## src/rtl/alu_muldiv_seq.sv

```systemverilog
// Sequential unsigned multiply/divide that borrows the datapath ALU one op per cycle.
// Shift-add multiply and restoring divide; start/done handshake toward control.
module alu_muldiv_seq #(
    parameter int WIDTH = 16
) (
    input  logic             clock,
    input  logic             reset,
    input  logic             start,
    input  logic [1:0]       op,
    input  logic [WIDTH-1:0] a,
    input  logic [WIDTH-1:0] b,
    output logic             busy,
    output logic             done,
    output logic             err,
    output logic [WIDTH-1:0] result_lo,
    output logic [WIDTH-1:0] result_hi,
    output logic [WIDTH-1:0] alu_in1,
    output logic [WIDTH-1:0] alu_in2,
    output logic [2:0]       alu_control,
    input  logic [WIDTH-1:0] alu_result
);
    localparam int CW = (WIDTH > 2) ? $clog2(WIDTH) : 1;

    typedef enum logic [1:0] {S_IDLE, S_MUL, S_DIV, S_FINISH} state_t;

    state_t           state, state_n;
    logic [WIDTH-1:0] p, m, q, r, d;
    logic [CW-1:0]    count;
    logic             accept;
    logic [WIDTH:0]   rp;
    logic             ge;

    assign accept = start && (state == S_IDLE || state == S_FINISH);
    assign busy   = (state == S_MUL) || (state == S_DIV);
    assign done   = (state == S_FINISH);

    // Shifted partial remainder is 17 bits wide; the compare must see the carry-out bit.
    assign rp = {r, q[WIDTH-1]};
    assign ge = (rp >= {1'b0, d});

    always_ff @(posedge clock or posedge reset) begin
        if (reset) state <= S_IDLE;
        else       state <= state_n;
    end

    always_comb begin
        state_n     = state;
        alu_in1     = '0;
        alu_in2     = '0;
        alu_control = 3'd0;
        case (state)
            S_IDLE, S_FINISH: begin
                if (accept) begin
                    case (op)
                        2'd0:    state_n = S_MUL;
                        2'd1:    state_n = (b != '0) ? S_DIV : S_FINISH;
                        default: state_n = S_FINISH;
                    endcase
                end else begin
                    state_n = S_IDLE;
                end
            end
            S_MUL: begin
                alu_in1     = p;
                alu_in2     = m;
                alu_control = 3'd2;
                if (count == '0) state_n = S_FINISH;
            end
            S_DIV: begin
                alu_in1     = rp[WIDTH-1:0];
                alu_in2     = d;
                alu_control = 3'd3;
                if (count == '0) state_n = S_FINISH;
            end
            default: state_n = S_IDLE;
        endcase
    end

    always_ff @(posedge clock or posedge reset) begin
        if (reset) begin
            p         <= '0;
            m         <= '0;
            q         <= '0;
            r         <= '0;
            d         <= '0;
            count     <= '0;
            err       <= 1'b0;
            result_lo <= '0;
            result_hi <= '0;
        end else if (accept) begin
            err <= 1'b0;
            case (op)
                2'd0: begin
                    p     <= '0;
                    m     <= a;
                    q     <= b;
                    count <= CW'(WIDTH-1);
                end
                2'd1: begin
                    if (b != '0) begin
                        r     <= '0;
                        q     <= a;
                        d     <= b;
                        count <= CW'(WIDTH-1);
                    end else begin
                        err       <= 1'b1;
                        result_lo <= '1;
                        result_hi <= a;
                    end
                end
                default: begin
                    err       <= 1'b1;
                    result_lo <= '0;
                    result_hi <= '0;
                end
            endcase
        end else if (state == S_MUL) begin
            if (q[0]) p <= alu_result;
            m     <= m << 1;
            q     <= q >> 1;
            count <= count - CW'(1);
            if (count == '0) begin
                result_lo <= q[0] ? alu_result : p;
                result_hi <= '0;
            end
        end else if (state == S_DIV) begin
            r     <= ge ? alu_result : rp[WIDTH-1:0];
            q     <= {q[WIDTH-2:0], ge};
            count <= count - CW'(1);
            if (count == '0) begin
                result_lo <= {q[WIDTH-2:0], ge};
                result_hi <= ge ? alu_result : rp[WIDTH-1:0];
            end
        end
    end
endmodule

```

## config.mk

```make
export PLATFORM = sky130hd
export DESIGN_NAME = alu_muldiv_seq
export DESIGN_NICKNAME = d
export VERILOG_FILES = /design/src/rtl/alu_muldiv_seq.sv
export SDC_FILE = /design/constraint.sdc
export NUM_CORES = 1
export LEC_CHECK = 0
export ABC_CLOCK_PERIOD_IN_PS = 5200
export CORE_ASPECT_RATIO = 0.7
export CORE_UTILIZATION = 40
export CTS_BUF_LIST = sky130_fd_sc_hd__clkbuf_4
export CTS_CLUSTER_SIZE = 24
export DETAILED_ROUTE_END_ITERATION = 8
export PLACE_DENSITY_LB_ADDON = 0.05
export SYNTH_ARGS = -nofsm -noshare
export SYNTH_HDL_FRONTEND = slang
export SYNTH_SLANG_ARGS = --single-unit
export TNS_END_PERCENT = 100
```

## constraint.sdc

```tcl
create_clock -name clock -period 5.2 [get_ports clock]
set_input_delay 1.04 -clock clock [delete_from_list [all_inputs] [get_ports clock]]
set_output_delay 1.04 -clock clock [all_outputs]
set_load 0.02 [all_outputs]
```

==> summary.md <==
| Metric | Value |
|---|---|
| Min-delay worst type | reg2reg |
| Clk_skew | 0.0236 ns |
| Maximum clock frequency | 244 MHz |
| First-pass GRT wire length | 36.7 mm |
| DR iter-0 viols | 544 |
| Place WS | 1.27 ns |
| CP Capture Type | output port |
| Via count | 6511 |
| Hold Buf Count CTS | 0 |
| Mean number of vias per cell | 5.86 |
| Grt ovf | 0 |
| Worst r2r src | state[1]$_DFFE_PP0P_ |
| DRC viols | 0 |
| Clk buf depth | 2 |
| Hold Fails Final Rpt | 0 |
| # H-tree levels | 4 |
| WP data required | 4.16 ns |
| GRT Util Overall | 26.5% |
| Sequential fraction of the synthesis area | 41.6% |
| Wirelength per Cell | 21.6 microns |
| Final Util | 50.7% |
| Cells along the critical path | inv_1 -> ha_2 -> a22oi_1 -> nor2_1 -> clkdlybuf4s50_1 |
| Post-route ant nets | 0 |
| RSZ-0062 raised after global routing | false |
| CTS tree | built |
| Max incr delay on CP | 0.92 ns |
| Total I/O pin count | 123 |
| Sequential power share | 29.3% |
| Final WL | 24.0 mm |
| Leak | 0.00370 uW |
| Simple-Gate Fraction of Synth Area | 16.9% |
| Layout cell share with drive strength beyond 1 | 10.0% |
| Overall power | 6360 uW |
| First-pass DRT Iterations | 6 |
| Initial antenna violation count | 1 |
| Post-synthesis cell count | 775 |
| Initial Util | 41.3% |
| Top FF cell, synth | dfrtp_1 |
| FFs w/ async S/R, synth | 100% |
| Synth Area in Compound Gates | 21.3% |
| CTS clk-pin slew, worst paths | 0.12 ns |
| Number of global-route vias before repair | 6208 |
| Max-cap viol count | 0 |
| Critical path arrival | 3.05 ns |
| Crit-path slowest cell | ha_2 |
| Synthesized flop and latch total | 119 |
| Fin crit share | 78.7% |
| Clk pwr share | 11.1% |
| Most frequent cells after synthesis | dfrtp_1, nor2_1, nand2_1, mux2i_1, a21oi_1 |
| Net Sw Power | 3100 uW |
| Adder-cell share of the synthesized area | 3.50% |
| Synth top area cells | dfrtp_1, mux2i_1, nor2_1 |
| Min-delay src | err$_DFFE_PP0P_ |
| Slew Viols, Final | 0 |
| Peak supply drop | 0.301 mV |
| Switching part of the total power | 48.8% |
| Post-synthesis mux area share | 11.3% |
| Post-synth cell types | 48 |
| Crit Path Class | reg2out |
| Dominant cell type by area after synthesis | dfrtp_1 |
| Clock root buffer | clkbuf_4 |
| Setup Total Neg Slack | 0 ns |
| Flop-to-flop setup slack | 1.67 ns |
| Final setup vio count | 0 |
| Sink Count | 119 |
| Synth Area in XOR/XNOR | 0% |
| Post-place instance area | 8500 sq um |
| Post-DP HPWL | 17.8 mm |
| EDFF count, synth | 0 |
| Die Ht | 114 microns |
| Post_cts resized | 0 |
| I/O Buffers | 121 |
| Postcts setup bufs | 0 |
| Yosys top cell area share | 41.6% |
| CP Launch Point | state[1]$_DFFE_PP0P_ |
| Largest family of logic cells by synthesized area | compound AO/OA/AOI/OAI gates |
| Die X | 162 microns |
| Slew margin rel. | 18.5% |
| Clk_lat worst skew | 0.53 ns |
| Total die area | 18400 sq um |
| Status | finished clean |
| Core Region | 17300 sq um |
| Area grow syn2layout | 22.9% |
| Combinational share of power | 59.6% |
| N_diodes | 0 |
| PD cells | 724 nW/um^2 |
| Rows | 40 |
| Cell-internal power | 3260 uW |
| Final instance area | 8790 sq um |
| Slew @ Worst Pin | 1.22 ns |
| Area of the mapped netlist | 7150 sq um |
| Fin crit period | 4.09 ns |
| Syn Nets | 848 |
| CP Max Fanout | 46 |
| Final worst slack | 1.11 ns |
| Type of origin of the critical path | flop |
| Ys Warns | 0 |
| Largest net degree at the start of global routing | 63 |
| Post-Syn Area per Cell | 9.23 sq um |
| GPL Wtd Cong | 0.935 |
| Nets@finish | 941 |
| Most frequent cell after synthesis | dfrtp_1 |
| Total CTS buffers | 17 |
## metrics by stage
stage | hold WS, ns | cells
2_1_floorplan | 0.467 | 775
3_3_place_gp | 0.485 | 1080
3_5_place_dp | 0.491 | 1080
4_1_cts | 0.518 | 1111
5_1_grt | 0.544 | 1111
6_report | 0.512 | 1111
## worst max-delay path: cells and delay by family, from the launching register on
family / cells / cell delay [ns]
simple gates: 1 / 0.16
fa+ha+maj: 1 / 0.92
buf+inv: 2 / 0.70
flops: 1 / 0.43
compound gates: 1 / 0.31
## cells by family (layout without fill, tap and decap cells)
kind of cell               Yosys count  count (layout)
AOI/OAI and AO/OA                  227             227
adders and majority gates           20              20
buffers and inverters               86             191
DFF                                119             119
muxes                               77              77
other                                1               1
and+or+nand+nor                    245             245
## final timing paths
| kind | end | cells past startpoint |
|---|---|---|
| setup / recovery | alu_in1[13] | 5 |
| hold / removal | err$_DFFE_PP0P_ | 2 |
| setup reg to reg | result_lo[6]$_DFFE_PP0P_ | 8 |
| hold reg to reg | err$_DFFE_PP0P_ | 2 |
| max in group asynchronous | m[11]$_DFFE_PP0P_ | 3 |
| min in group asynchronous | result_hi[5]$_DFFE_PP0P_ | 2 |
## power groups by stage
stage | logic, uW | clock network (uW) | registers [uW]
after floorplan | 2470 | 0 | 1830
after global placement | 3690 | 0 | 1860
after detailed placement | 3770 | 0 | 1870
after CTS | 3790 | 725 | 1860
after global routing | 4120 | 766 | 1920
final | 3790 | 706 | 1860
## metal layers
layer	vias up	GRT usage, %	part of all wire (%)
li1	2984	-	-
met1	3239	38.8	47
met2	256	39.6	44
met4	2	6.60	1.2
met3	30	5.53	7.8
met5	-	0	0.050
## registers in the layout (all words and copies together), names as in the netlist
signal / count
r: 16
result_hi: 16
count: 4
p: 16
d: 16
m: 16
err: 1
result_lo: 16
state: 2
q: 16
## layout make-up
cell class / instances / area (sq um)
timing repair buffer: 136 / 1320
inverter: 24 / 92.6
sequential: 119 / 2980
clock buffer: 18 / 135
tap: 231 / 289
clock inverter: 13 / 156
multi-input combinational: 570 / 3810
fill: 1670 / 8530
## placed cells by master (no fill, tap or decap), types with 23 or more instances in the layout
cell | Yosys | routed
dfrtp_1 | 119 | 119
nor2_1 | 114 | 113
inv_1 | 24 | 23
nand2_1 | 74 | 74
mux2_2 | 30 | 30
a22oi_1 | 32 | 32
clkdlybuf4s50_1 | 0 | 121
mux2i_1 | 47 | 47
o21ai_0 | 32 | 31
a21oi_1 | 42 | 42
(Power assumes the default switching activity.)
